**config.mk**
```make
export PLATFORM = sky130hd
export DESIGN_NAME = fetch_ctrl_flat
export DESIGN_NICKNAME = d
export VERILOG_FILES = /design/src/rtl/isa_pkg.sv /design/src/rtl/fetch_ctrl_if.sv /design/src/rtl/fetch_ctrl_retire_counter.sv /design/src/rtl/fetch_ctrl.sv /design/src/flat_wrapper.sv
export SDC_FILE = /design/constraint.sdc
export NUM_CORES = 1
export LEC_CHECK = 0
export CORE_MARGIN = 2
export CORE_UTILIZATION = 55
export CTS_CLUSTER_DIAMETER = 60
export CTS_CLUSTER_SIZE = 12
export DETAILED_ROUTE_END_ITERATION = 10
export GPL_TIMING_DRIVEN = 0
export HOLD_SLACK_MARGIN = 0.02
export MAX_ROUTING_LAYER = met4
export PLACE_DENSITY = 0.83
export SLEW_MARGIN = 20
export SYNTH_ARGS = -nofsm -noshare
export SYNTH_HDL_FRONTEND = slang
export SYNTH_SLANG_ARGS = --single-unit
```
**constraint.sdc**
```tcl
create_clock -name clk -period 4.8 [get_ports clk]
set_input_delay 0.96 -clock clk [delete_from_list [all_inputs] [get_ports clk]]
set_output_delay 0.96 -clock clk [all_outputs]
set_load 0.03 [all_outputs]
```
**src/rtl/isa_pkg.sv**
```systemverilog
// isa_pkg: shared ISA definitions for the 8-bit-instruction core.
// Imported by the decoder and by fetch_ctrl.
//   opcode_t    : 4-bit opcode encoding (LB=0 ... HALT=14, TBA=15)
//   format_t    : instruction format class
//   fsm_state_t : fetch_ctrl sequencer states
package isa_pkg;

  typedef enum logic [3:0] {
    OP_LB   = 4'd0,
    OP_LHB  = 4'd1,
    OP_STR  = 4'd2,
    OP_LIM  = 4'd3,
    OP_MVB  = 4'd4,
    OP_MVF  = 4'd5,
    OP_ADD  = 4'd6,
    OP_SUB  = 4'd7,
    OP_SFT  = 4'd8,
    OP_INC  = 4'd9,
    OP_JMP  = 4'd10,
    OP_BNE  = 4'd11,
    OP_BEQ  = 4'd12,
    OP_BLT  = 4'd13,
    OP_HALT = 4'd14,
    OP_TBA  = 4'd15
  } opcode_t;

  typedef enum logic [1:0] {
    FMT_C,  // control flow
    FMT_I,  // immediate / register ALU
    FMT_M,  // memory
    FMT_X   // misc / reserved
  } format_t;

  typedef enum logic [2:0] {
    ST_IDLE,
    ST_FETCH,
    ST_EXEC,
    ST_MEM,
    ST_HALT
  } fsm_state_t;

  // Instruction classes used by the sequencer.
  function automatic logic is_mem_op(opcode_t op);
    return (op == OP_LB) || (op == OP_LHB) || (op == OP_STR);
  endfunction

  function automatic format_t op_format(opcode_t op);
    case (op)
      OP_LB, OP_LHB, OP_STR:           return FMT_M;
      OP_JMP, OP_BNE, OP_BEQ, OP_BLT,
      OP_HALT:                         return FMT_C;
      OP_TBA:                          return FMT_X;
      default:                         return FMT_I;
    endcase
  endfunction

endpackage

```
**src/rtl/fetch_ctrl_if.sv**
```systemverilog
// fetch_ctrl_if: bus between the fetch sequencer and the core around it.
//   start        : run request into the sequencer
//   pc           : fetch address to the instruction ROM
//   opcode       : decoded opcode for the instruction at pc
//   jmp_loc      : decoded jump/branch target (16 bits)
//   branch_taken : ALU condition for BNE/BEQ/BLT
//   mem_req/we   : memory request / store flag; mem_ack completion pulse
//   reg_we       : register-file write strobe
//   ir_op        : latched opcode of the instruction in flight
//   busy/halted  : status
// master = sequencer side, slave = core/environment side.
interface fetch_ctrl_if #(parameter int PC_W = 16);
  logic            start;
  logic [PC_W-1:0] pc;
  logic [3:0]      opcode;
  logic [15:0]     jmp_loc;
  logic            branch_taken;
  logic            mem_req;
  logic            mem_we;
  logic            mem_ack;
  logic            reg_we;
  logic [3:0]      ir_op;
  logic            busy;
  logic            halted;

  modport master (
    input  start, opcode, jmp_loc, branch_taken, mem_ack,
    output pc, mem_req, mem_we, reg_we, ir_op, busy, halted
  );

  modport slave (
    output start, opcode, jmp_loc, branch_taken, mem_ack,
    input  pc, mem_req, mem_we, reg_we, ir_op, busy, halted
  );
endinterface

```
**src/rtl/fetch_ctrl_retire_counter.sv**
```systemverilog
// retire_counter: free-running 32-bit count of retired instructions.
//   clk, rst_n : clock, async active-low reset (count -> 0)
//   inc        : one-cycle retire pulse
//   cnt        : current count, wraps at 2^32
module retire_counter (
  input  logic        clk,
  input  logic        rst_n,
  input  logic        inc,
  output logic [31:0] cnt
);
  always_ff @(posedge clk or negedge rst_n) begin
    if (!rst_n)   cnt <= '0;
    else if (inc) cnt <= cnt + 32'd1;
  end
endmodule

```
**src/rtl/fetch_ctrl.sv**
```systemverilog
// fetch_ctrl: multi-cycle fetch/execute/memory sequencer for the
// 8-bit-instruction core. Owns the PC, latches opcode and jump target in
// FETCH, resolves ALU / jump / branch / NOP in EXEC, and waits in MEM for
// mem_ack on LB/LHB/STR. HALT is sticky until reset.
//   clk, rst_n : clock, async active-low reset
//   bus        : fetch_ctrl_if.master (see interface header)
//   retire_cnt : retired-instruction count, only when the macro
//                FETCH_CTRL_RETIRE_CNT_EN is defined
// All bus outputs come straight from flops; they are loaded from the
// next-state decode so they line up with the state they describe.
module fetch_ctrl
  import isa_pkg::*;
#(
  parameter int              PC_W     = 16,
  parameter logic [PC_W-1:0] RESET_PC = '0
) (
  input  logic            clk,
  input  logic            rst_n,
  fetch_ctrl_if.master    bus
`ifdef FETCH_CTRL_RETIRE_CNT_EN
  ,
  output logic [31:0]     retire_cnt
`endif
);

  fsm_state_t      state, state_nxt;
  logic [PC_W-1:0] pc_q, pc_nxt, pc_inc, target_q;
  opcode_t         ir_q;
  logic            reg_we_q, reg_we_nxt;
  logic            mem_req_q, mem_we_q, mem_we_nxt;
  logic            busy_q, halted_q;
  logic            retire;

  assign pc_inc = pc_q + PC_W'(1);

  // ---- state register ----
  always_ff @(posedge clk or negedge rst_n) begin
    if (!rst_n) state <= ST_IDLE;
    else        state <= state_nxt;
  end

  // ---- next state, next PC, strobes ----
  always_comb begin
    state_nxt  = state;
    pc_nxt     = pc_q;
    reg_we_nxt = 1'b0;
    mem_we_nxt = mem_we_q;
    retire     = 1'b0;
    case (state)
      ST_IDLE:  if (bus.start) state_nxt = ST_FETCH;
      ST_FETCH: state_nxt = ST_EXEC;
      ST_EXEC: begin
        state_nxt = ST_FETCH;
        retire    = 1'b1;
        case (ir_q)
          OP_LIM, OP_MVB, OP_MVF, OP_ADD, OP_SUB, OP_SFT, OP_INC: begin
            reg_we_nxt = 1'b1;
            pc_nxt     = pc_inc;
          end
          OP_JMP: pc_nxt = target_q;
          OP_BNE, OP_BEQ, OP_BLT:
            pc_nxt = bus.branch_taken ? target_q : pc_inc;
          OP_LB, OP_LHB, OP_STR: begin
            state_nxt  = ST_MEM;
            retire     = 1'b0;
            mem_we_nxt = (ir_q == OP_STR);
          end
          OP_HALT: begin
            state_nxt = ST_HALT;
            retire    = 1'b0;
          end
          default: pc_nxt = pc_inc;  // TBA behaves as a NOP
        endcase
      end
      ST_MEM: begin
        // Wait indefinitely; the ack cycle retires the access.
        if (bus.mem_ack) begin
          state_nxt  = ST_FETCH;
          pc_nxt     = pc_inc;
          reg_we_nxt = (ir_q != OP_STR);
          retire     = 1'b1;
        end
      end
      ST_HALT: state_nxt = ST_HALT;
      default: state_nxt = ST_IDLE;
    endcase
  end

  // ---- datapath and registered outputs ----
  always_ff @(posedge clk or negedge rst_n) begin
    if (!rst_n) begin
      pc_q      <= RESET_PC;
      ir_q      <= OP_LB;
      target_q  <= '0;
      reg_we_q  <= 1'b0;
      mem_req_q <= 1'b0;
      mem_we_q  <= 1'b0;
      busy_q    <= 1'b0;
      halted_q  <= 1'b0;
    end else begin
      pc_q <= pc_nxt;
      if (state == ST_FETCH) begin
        ir_q     <= opcode_t'(bus.opcode);
        target_q <= bus.jmp_loc[PC_W-1:0];
      end
      reg_we_q  <= reg_we_nxt;
      mem_req_q <= (state_nxt == ST_MEM);
      mem_we_q  <= mem_we_nxt;
      busy_q    <= (state_nxt == ST_FETCH) || (state_nxt == ST_EXEC) ||
                   (state_nxt == ST_MEM);
      halted_q  <= (state_nxt == ST_HALT);
    end
  end

  assign bus.pc      = pc_q;
  assign bus.ir_op   = ir_q;
  assign bus.reg_we  = reg_we_q;
  assign bus.mem_req = mem_req_q;
  assign bus.mem_we  = mem_we_q;
  assign bus.busy    = busy_q;
  assign bus.halted  = halted_q;

`ifdef FETCH_CTRL_RETIRE_CNT_EN
  retire_counter u_retire (
    .clk   (clk),
    .rst_n (rst_n),
    .inc   (retire),
    .cnt   (retire_cnt)
  );
`else
  logic unused_retire;
  assign unused_retire = retire;
`endif

endmodule

```
**src/flat_wrapper.sv**
```systemverilog
// flat-port wrapper written by rule: the top's interface ports become plain ports
module fetch_ctrl_flat import isa_pkg::*;
#(
  parameter int              PC_W     = 16,
  parameter logic [PC_W-1:0] RESET_PC = '0
)
  (clk, rst_n, bus_start, bus_opcode, bus_jmp_loc, bus_branch_taken, bus_mem_ack, bus_pc, bus_mem_req, bus_mem_we, bus_reg_we, bus_ir_op, bus_busy, bus_halted);
  fetch_ctrl_if #(.PC_W(PC_W)) bus_i ();
  input  logic clk;
  input  logic rst_n;
  input wire logic [$bits(bus_i.start)-1:0] bus_start;
  input wire logic [$bits(bus_i.opcode)-1:0] bus_opcode;
  input wire logic [$bits(bus_i.jmp_loc)-1:0] bus_jmp_loc;
  input wire logic [$bits(bus_i.branch_taken)-1:0] bus_branch_taken;
  input wire logic [$bits(bus_i.mem_ack)-1:0] bus_mem_ack;
  output wire logic [$bits(bus_i.pc)-1:0] bus_pc;
  output wire logic [$bits(bus_i.mem_req)-1:0] bus_mem_req;
  output wire logic [$bits(bus_i.mem_we)-1:0] bus_mem_we;
  output wire logic [$bits(bus_i.reg_we)-1:0] bus_reg_we;
  output wire logic [$bits(bus_i.ir_op)-1:0] bus_ir_op;
  output wire logic [$bits(bus_i.busy)-1:0] bus_busy;
  output wire logic [$bits(bus_i.halted)-1:0] bus_halted;
  assign bus_i.start = bus_start;
  assign bus_i.opcode = bus_opcode;
  assign bus_i.jmp_loc = bus_jmp_loc;
  assign bus_i.branch_taken = bus_branch_taken;
  assign bus_i.mem_ack = bus_mem_ack;
  assign bus_pc = bus_i.pc;
  assign bus_mem_req = bus_i.mem_req;
  assign bus_mem_we = bus_i.mem_we;
  assign bus_reg_we = bus_i.reg_we;
  assign bus_ir_op = bus_i.ir_op;
  assign bus_busy = bus_i.busy;
  assign bus_halted = bus_i.halted;
  fetch_ctrl #(.PC_W(PC_W), .RESET_PC(RESET_PC)) u_core (.clk(clk), .rst_n(rst_n), .bus(bus_i));
endmodule
```
==> summary.txt, run 1 <==
Status
  – Status: complete, no violations

Logic synthesis
  – Syn Std Cell Area: 2392 um^2
  – Synth warn: 0
  – Yosys top cell by area: dfrtp_1
  – Synth async-reset ratio: 100.0%
  – Yosys top cell area share: between 40% and 50%
  – Part of the Yosys area used for sequential elements: a little under half
  – Post-synth top flop: dfrtp_1
  – Top post-synthesis cells by area: dfrtp_1, mux2_2, nand3_1
  – Yosys reg bits: 44
  – Leading post-synthesis cells by instance count: dfrtp_1, mux2_2, nand3_1, a21oi_1
  – Post-synth EDFFs: 0
  – Post-synth net total: about 250
  – Avg Inst Size Synth: ~11 um^2
  – Cells after synthesis: around 220
  – Most numerous cell in the Yosys netlist: dfrtp_1
  – Distinct cell type count after synthesis: 55

Die
  – Core ar.: slightly above 4000 um^2
  – Io pins: 50
  – Die Footprint: between 4000 and 5000 um^2
  – Die height: approximately 70 um
  – Initial Utilization: about three fifths
  – Die Width: 69.95 um
  – Row count: 23

Clock tree
  – CTS Sinks: 44
  – Clk root buf: clkbuf_8
  – CTS tree: built
  – PostCTS Resize Cnt: 0
  – Worst-Skew Late Latency: about 310 ps
  – H-tree level count: 2
  – Post-CTS Setup Inserts: 0
  – TritonCTS buffer count: 5
  – CTS clock-pin slew for the worst setup and hold paths: 80 ps
  – CTS Hold Bufs: 0
  – CTS Buffer Depth: 2

Worst setup path
  – Setup crit end kind: register
  – CP Max Fanout: 10
  – Critical path arrival: between 2000 and 3000 ps
  – CP Launch Type: input pin
  – Critical path class: input pin to register
  – Worst Path Required: around 5000 ps
  – Reg-to-reg slack, setup: ~2800 ps

Routing
  – DRC: 0
  – DRT Pass-1 Iters: 4
  – Wl on met1: 2476 um
  – Routed WL: about 5700 um
  – Max layer used: met4
  – Routed vias/inst: about 6.2
  – Routed Antenna Nets: 0
  – Drt wl/cell: ~17 um
  – Met3 wire length: 364 um
  – Number of DRC markers in iteration 0: approximately 180
  – Routed vias: between 2000 and 2500
  – Met2 WL: approximately 2700 um

Place
  – Dpl hpwl: between 4000 and 5000 um
  – Input/output buffers: 49
  – Pre-CTS WS: about 2000 ps
  – Final GP Congestion: 0.9022

Power
  – Sw Pwr: about 1.0 mW
  – Sw frac: between 40% and 50%
  – Leakage power: approximately 1.3 nW
  – Clock group share of total power: around an eighth
  – Flop pwr share: a little under a third
  – Worst vdd ir: 531.7 uV
  – Power per cell area: approximately 760 nW/um^2
  – Power Internal: 1.304 mW
  – Combinational group share of total power: between 50 and 60%

Timing
  – Max Slew Vio Count: 0
  – Slew margin rel.: 60.66%
  – Fmax: ~400 MHz
  – Unrepaired setup endpoints after global routing: no
  – # setup viols final: 0
  – Sum Neg Setup Slack: 0 ps
  – Fin. Hold Viols: 0
  – Tightest Pin Transition: 585.6 ps
  – Skew final: 10.47 ps
  – Min Clock Period, post-route: roughly 2500 ps
  – Final setup margin: 2250 ps
  – Final period util: between 50% and 60%

Global route
  – Vias in the first global route: a little under 2000
  – Initial antenna violation count: 0
  – Pin count of the biggest net entering global routing: 29
  – First-pass GRT wire length: between 9000 and 10000 um
  – Grt total ovfl: 0
  – All-Layer GR Usage: 25.30%

Cells and area
  – Nets@finish: roughly 300
  – Layout area overhead: 28.24%
  – Layout cells sized above 1: 18.15%
  – Antenna diode count: 0

Job
  – Maxcap violations: 0

Min path
  – Hold/Removal Path Class: register to register
==> power groups by stage <==
stage	sequential, mW	clock, mW	combinational [mW]
global route	0.760	0.300	1.41
global placement	0.725	0	1.28
finish	0.733	0.281	1.32
CTS	0.728	0.286	1.32
floorplan	0.883	0	0.738
detailed placement	0.733	0	1.31
==> area by class of cell <==
class | instances | area (um^2)
Buffer | 11 | 96.34
Fill cell | 297 | 1018
Clock buffer | 6 | 72.57
Inverter | 8 | 30.03
Tap cell | 50 | 62.56
Multi-Input combinational cell | 160 | 1165
Clock inverter | 2 | 35.03
Timing Repair Buffer | 50 | 505.5
Sequential cell | 44 | 1101
==> layout by cell type (no fill, tap or decap), types with 2 or more instances in the layout <==
cell type         n
a211oi_1          2
a21o_1            2
a21oi_1          14
a22oi_1           2
a2bb2oi_1         5
a31oi_1           2
and3_1            4
buf_12            2
buf_2             5
buf_4             4
clkbuf_8          5
clkdlybuf4s50_1  48
dfrtp_1          44
inv_1             8
mux2_2           20
mux2i_1           6
nand2_1          13
nand2b_1          4
nand3_1          19
nand4_1           5
nor2_1           13
nor3_1            4
o21ai_0           7
o21ai_1           2
o22a_1            2
o22ai_1           3
o31ai_1           2
or3_1             2
==> cell families (layout without fill, tap and decap cells) <==
family	after synthesis	after routing	share of synthesized area (%)
AO/OA/AOI/OAI	57	57	17.68
XOR/XNOR	1	1	0.3662
adder cells (fa/ha/maj)	1	1	0.5229
buffers and inverters	19	77	5.282
flip-flops	44	44	46.03
multiplexers	26	26	11.92
AND/OR/NAND/NOR	75	75	18.20
==> worst paths after layout <==
path                                    from                  to  cells past startpoint
hold reg to reg            u_core.bus.mem_we   u_core.bus.mem_we                      1
setup / recovery            bus_branch_taken    u_core.bus.pc[6]                      7
setup reg to reg            u_core.bus.pc[0]   u_core.bus.pc[14]                      6
min in group asynchronous              rst_n  u_core.bus.mem_req                      1
hold / removal             u_core.bus.mem_we   u_core.bus.mem_we                      1
max in group asynchronous              rst_n  u_core.target_q[9]                      2
==> worst max-delay path, cell delays in order <==
cell	delay (ps)
clkdlybuf4s50_1	570
nand2_1	130
o22ai_4	360
and2_4	260
buf_6	140
o21ai_1	70
a22o_1	240
==> through the flow <==
stage | hold slack [ps] | instance area (um^2) | utilization, % | total power [mW] | std cells
floorplan | 471.4 | 2392 | - | 1.621 | 223
global placement | 478.0 | 2945 | 72.08 | 2.005 | 322
detailed placement | 486.5 | 2960 | 72.44 | 2.047 | 323
CTS | 510.8 | 3068 | 75.08 | 2.333 | 331
global route | 534.0 | 3068 | 75.08 | 2.471 | 331
finish | 507.8 | 3068 | 75.08 | 2.330 | 331
==> registers in the layout, summed over array words and instances (netlist names) <==
| signal | cells |
|---|---|
| u_core.bus.busy | 1 |
| u_core.target_q | 16 |
| u_core.bus.mem_req | 1 |
| u_core.bus.ir_op | 4 |
| u_core.bus.pc | 16 |
| u_core.bus.mem_we | 1 |
| u_core.bus.halted | 1 |
| u_core.state | 3 |
| u_core.bus.reg_we | 1 |
==> metal layers <==
metal | GRT usage (%) | vias up
met5 | - | -
met4 | 10.90 | 0
met3 | 4.762 | 13
met2 | 38.52 | 81
met1 | 33.24 | 998
li1 | - | 948
Power figures use the tool's default switching activity.
==> run 2, diff against run 1 <==
Settings changed: CORE_UTILIZATION 55 to 51, PLACE_DENSITY 0.83 to 0.78.
Clock period 4.8 ns to 2.59 ns, I/O delays scaled along.
==> run 2 against run 1 <==
Critical endpoint is now bus_ir_op[0]. Clock skew decreased by 3.4 ps. Critical path type is now register to primary output. Sequential power increased by 86%. Clock power increased by 87%. First-iteration DRC count decreased by 34%.
==> summary.txt, run 2 (same netlist as run 1, synthesis figures left out) <==
Timing
  – Skew final: 7.070 ps
  – Final period util: between 70% and 80%
  – Fmax: between 400 and 500 MHz
  – Min Clock Period, post-route: ~2100 ps
  – Fin. Hold Viols: 0
  – WHS: around 120 ps
  – Tightest Pin Transition: 597.9 ps
  – # setup viols final: 0
  – Max Slew Vio Count: 0
  – Unrepaired setup endpoints after global routing: no
  – Sum Neg Setup Slack: 0 ps
  – Slew margin rel.: 59.84%

Cells and area
  – Fill cell count: between 300 and 400
  – Area taken by multi-input logic gates: 1165 um^2
  – Nets@finish: approximately 310
  – Non-Filler Instances: 333
  – Layout area overhead: 28.35%
  – Cell area after layout: ~3000 um^2
  – Antenna diode count: 0
  – Layout cells sized above 1: a little under a fifth
  – Most frequent cells in the layout: clkdlybuf4s50_1, dfrtp_1, mux2_2
  – Most common cell after layout, fill and taps aside: clkdlybuf4s50_1
  – Post-Route Utilization: around 70%
  – Reg area: approximately 1100 um^2

Worst setup path
  – Crit path cell chain: clkdlybuf4s50_1
  – CP Max Fanout: 9
  – CP Launch Type: register
  – Setup crit end kind: primary output
  – Worst Path Required: between 2000 and 2500 ps
  – Crit path max-delay family: buffers and inverters
  – Worst Path Buf+Inv: 1
  – Critical path arrival: approximately 1600 ps
  – CP max-delay cell: clkdlybuf4s50_1
  – Largest stage delay, worst path: about 740 ps
  – Critical path class: register to primary output

Routing
  – Number of DRC markers in iteration 0: between 100 and 150
  – DRC: 0
  – Drt wl/cell: ~16 um
  – Routed vias/inst: ~6
  – DRT Pass-1 Iters: 4
  – Routed Antenna Nets: 0
  – Routed WL: around 5400 um
  – Routed vias: 1957

Die
  – Core ar.: between 4000 and 5000 um^2
  – Initial Utilization: between 50% and 60%
  – Row count: 24
  – Die Width: ~72 um
  – Io pins: 50
  – Die height: a little over 70 um
  – Die Footprint: around 5300 um^2

Clock tree
  – PostCTS Resize Cnt: 0
  – H-tree level count: 2
  – Worst-Skew Late Latency: roughly 300 ps
  – TritonCTS buffer count: 5
  – Clk root buf: clkbuf_8
  – Post-CTS Setup Inserts: 0
  – CTS tree: built
  – CTS Hold Bufs: 0
  – CTS Buffer Depth: 2
  – CTS clock-pin slew for the worst setup and hold paths: approximately 80 ps
  – CTS Sinks: 44

Power
  – Power per cell area: about 1400 nW/um^2
  – Worst vdd ir: ~1000 uV
  – Leakage power: 1.267 nW

Place
  – DP Cell Count: ~330
  – Input/output buffers: approximately 50
  – Final GP Congestion: roughly 0.87
  – Dpl hpwl: 3972 um
  – Placed instance area: roughly 3000 um^2

Global route
  – Initial antenna violation count: 0
  – First-pass GRT wire length: 9246 um
  – Grt total ovfl: 0
  – Pin count of the biggest net entering global routing: 30
  – All-Layer GR Usage: between 20% and 30%
  – Vias in the first global route: roughly 2000

Min path
  – Hold/Removal Path Class: input pin to async pin

Job
  – Maxcap violations: 0

Status
  – Status: complete, no violations
run 2: per-stage QoR:
stage                     setup WS [ps]  power (mW)
after floorplan                   735.8       3.005
after detailed placement          211.1       3.778
after global placement           -190.6       3.710
final                             521.7       4.290
after CTS                         513.0       4.315
after global routing              412.4       4.570
run 2: routing by layer:
metal  GRT usage, %  wire (um)  up-vias
met5              -          0        -
met3          4.722        267        8
met4          8.642         82        0
met1          29.51       2327      953
li1               -          -      938
met2          38.43       2711       58
run 2: final timing paths:
kind,slack [ps],depth (start not counted),endpoint,from
min reg2reg,490,1,u_core.bus.mem_we,u_core.bus.mem_we
max reg2reg,630,5,u_core.bus.pc[10],u_core.bus.pc[0]
min,120,1,u_core.bus.reg_we,rst_n
max,520,1,bus_ir_op[0],u_core.bus.ir_op[0]
max in group asynchronous,1990,2,u_core.bus.pc[11],rst_n
min in group clk,490,1,u_core.bus.mem_we,u_core.bus.mem_we
run 2: final cells by class:
| cell class | count | share of cell area (%) |
|---|---|---|
| Inverter | 8 | 0.9780 |
| Tap cell | 52 | 2.119 |
| Sequential cell | 44 | 35.86 |
| Timing Repair Buffer | 50 | 16.46 |
| Buffer | 11 | 3.138 |
| Clock buffer | 6 | 2.363 |
| Multi-Input combinational cell | 160 | 37.94 |
| Clock inverter | 2 | 1.141 |
run 2: report_power, final:
group / leakage (nW) / switching [mW] / total (mW) / internal, mW
combinational: 0.694 / 1.30 / 2.41 / 1.11
clock: 0.0552 / 0.239 / 0.525 / 0.286
sequential: 0.518 / 0.336 / 1.36 / 1.02
run 2: worst reg2reg max path, delay by kind of cell (launching register included):
family                     cells  cell delay, ps
AOI/OAI and AO/OA              2             460
adders and majority gates      1             220
DFF                            1             450
and+or+nand+nor                2             730
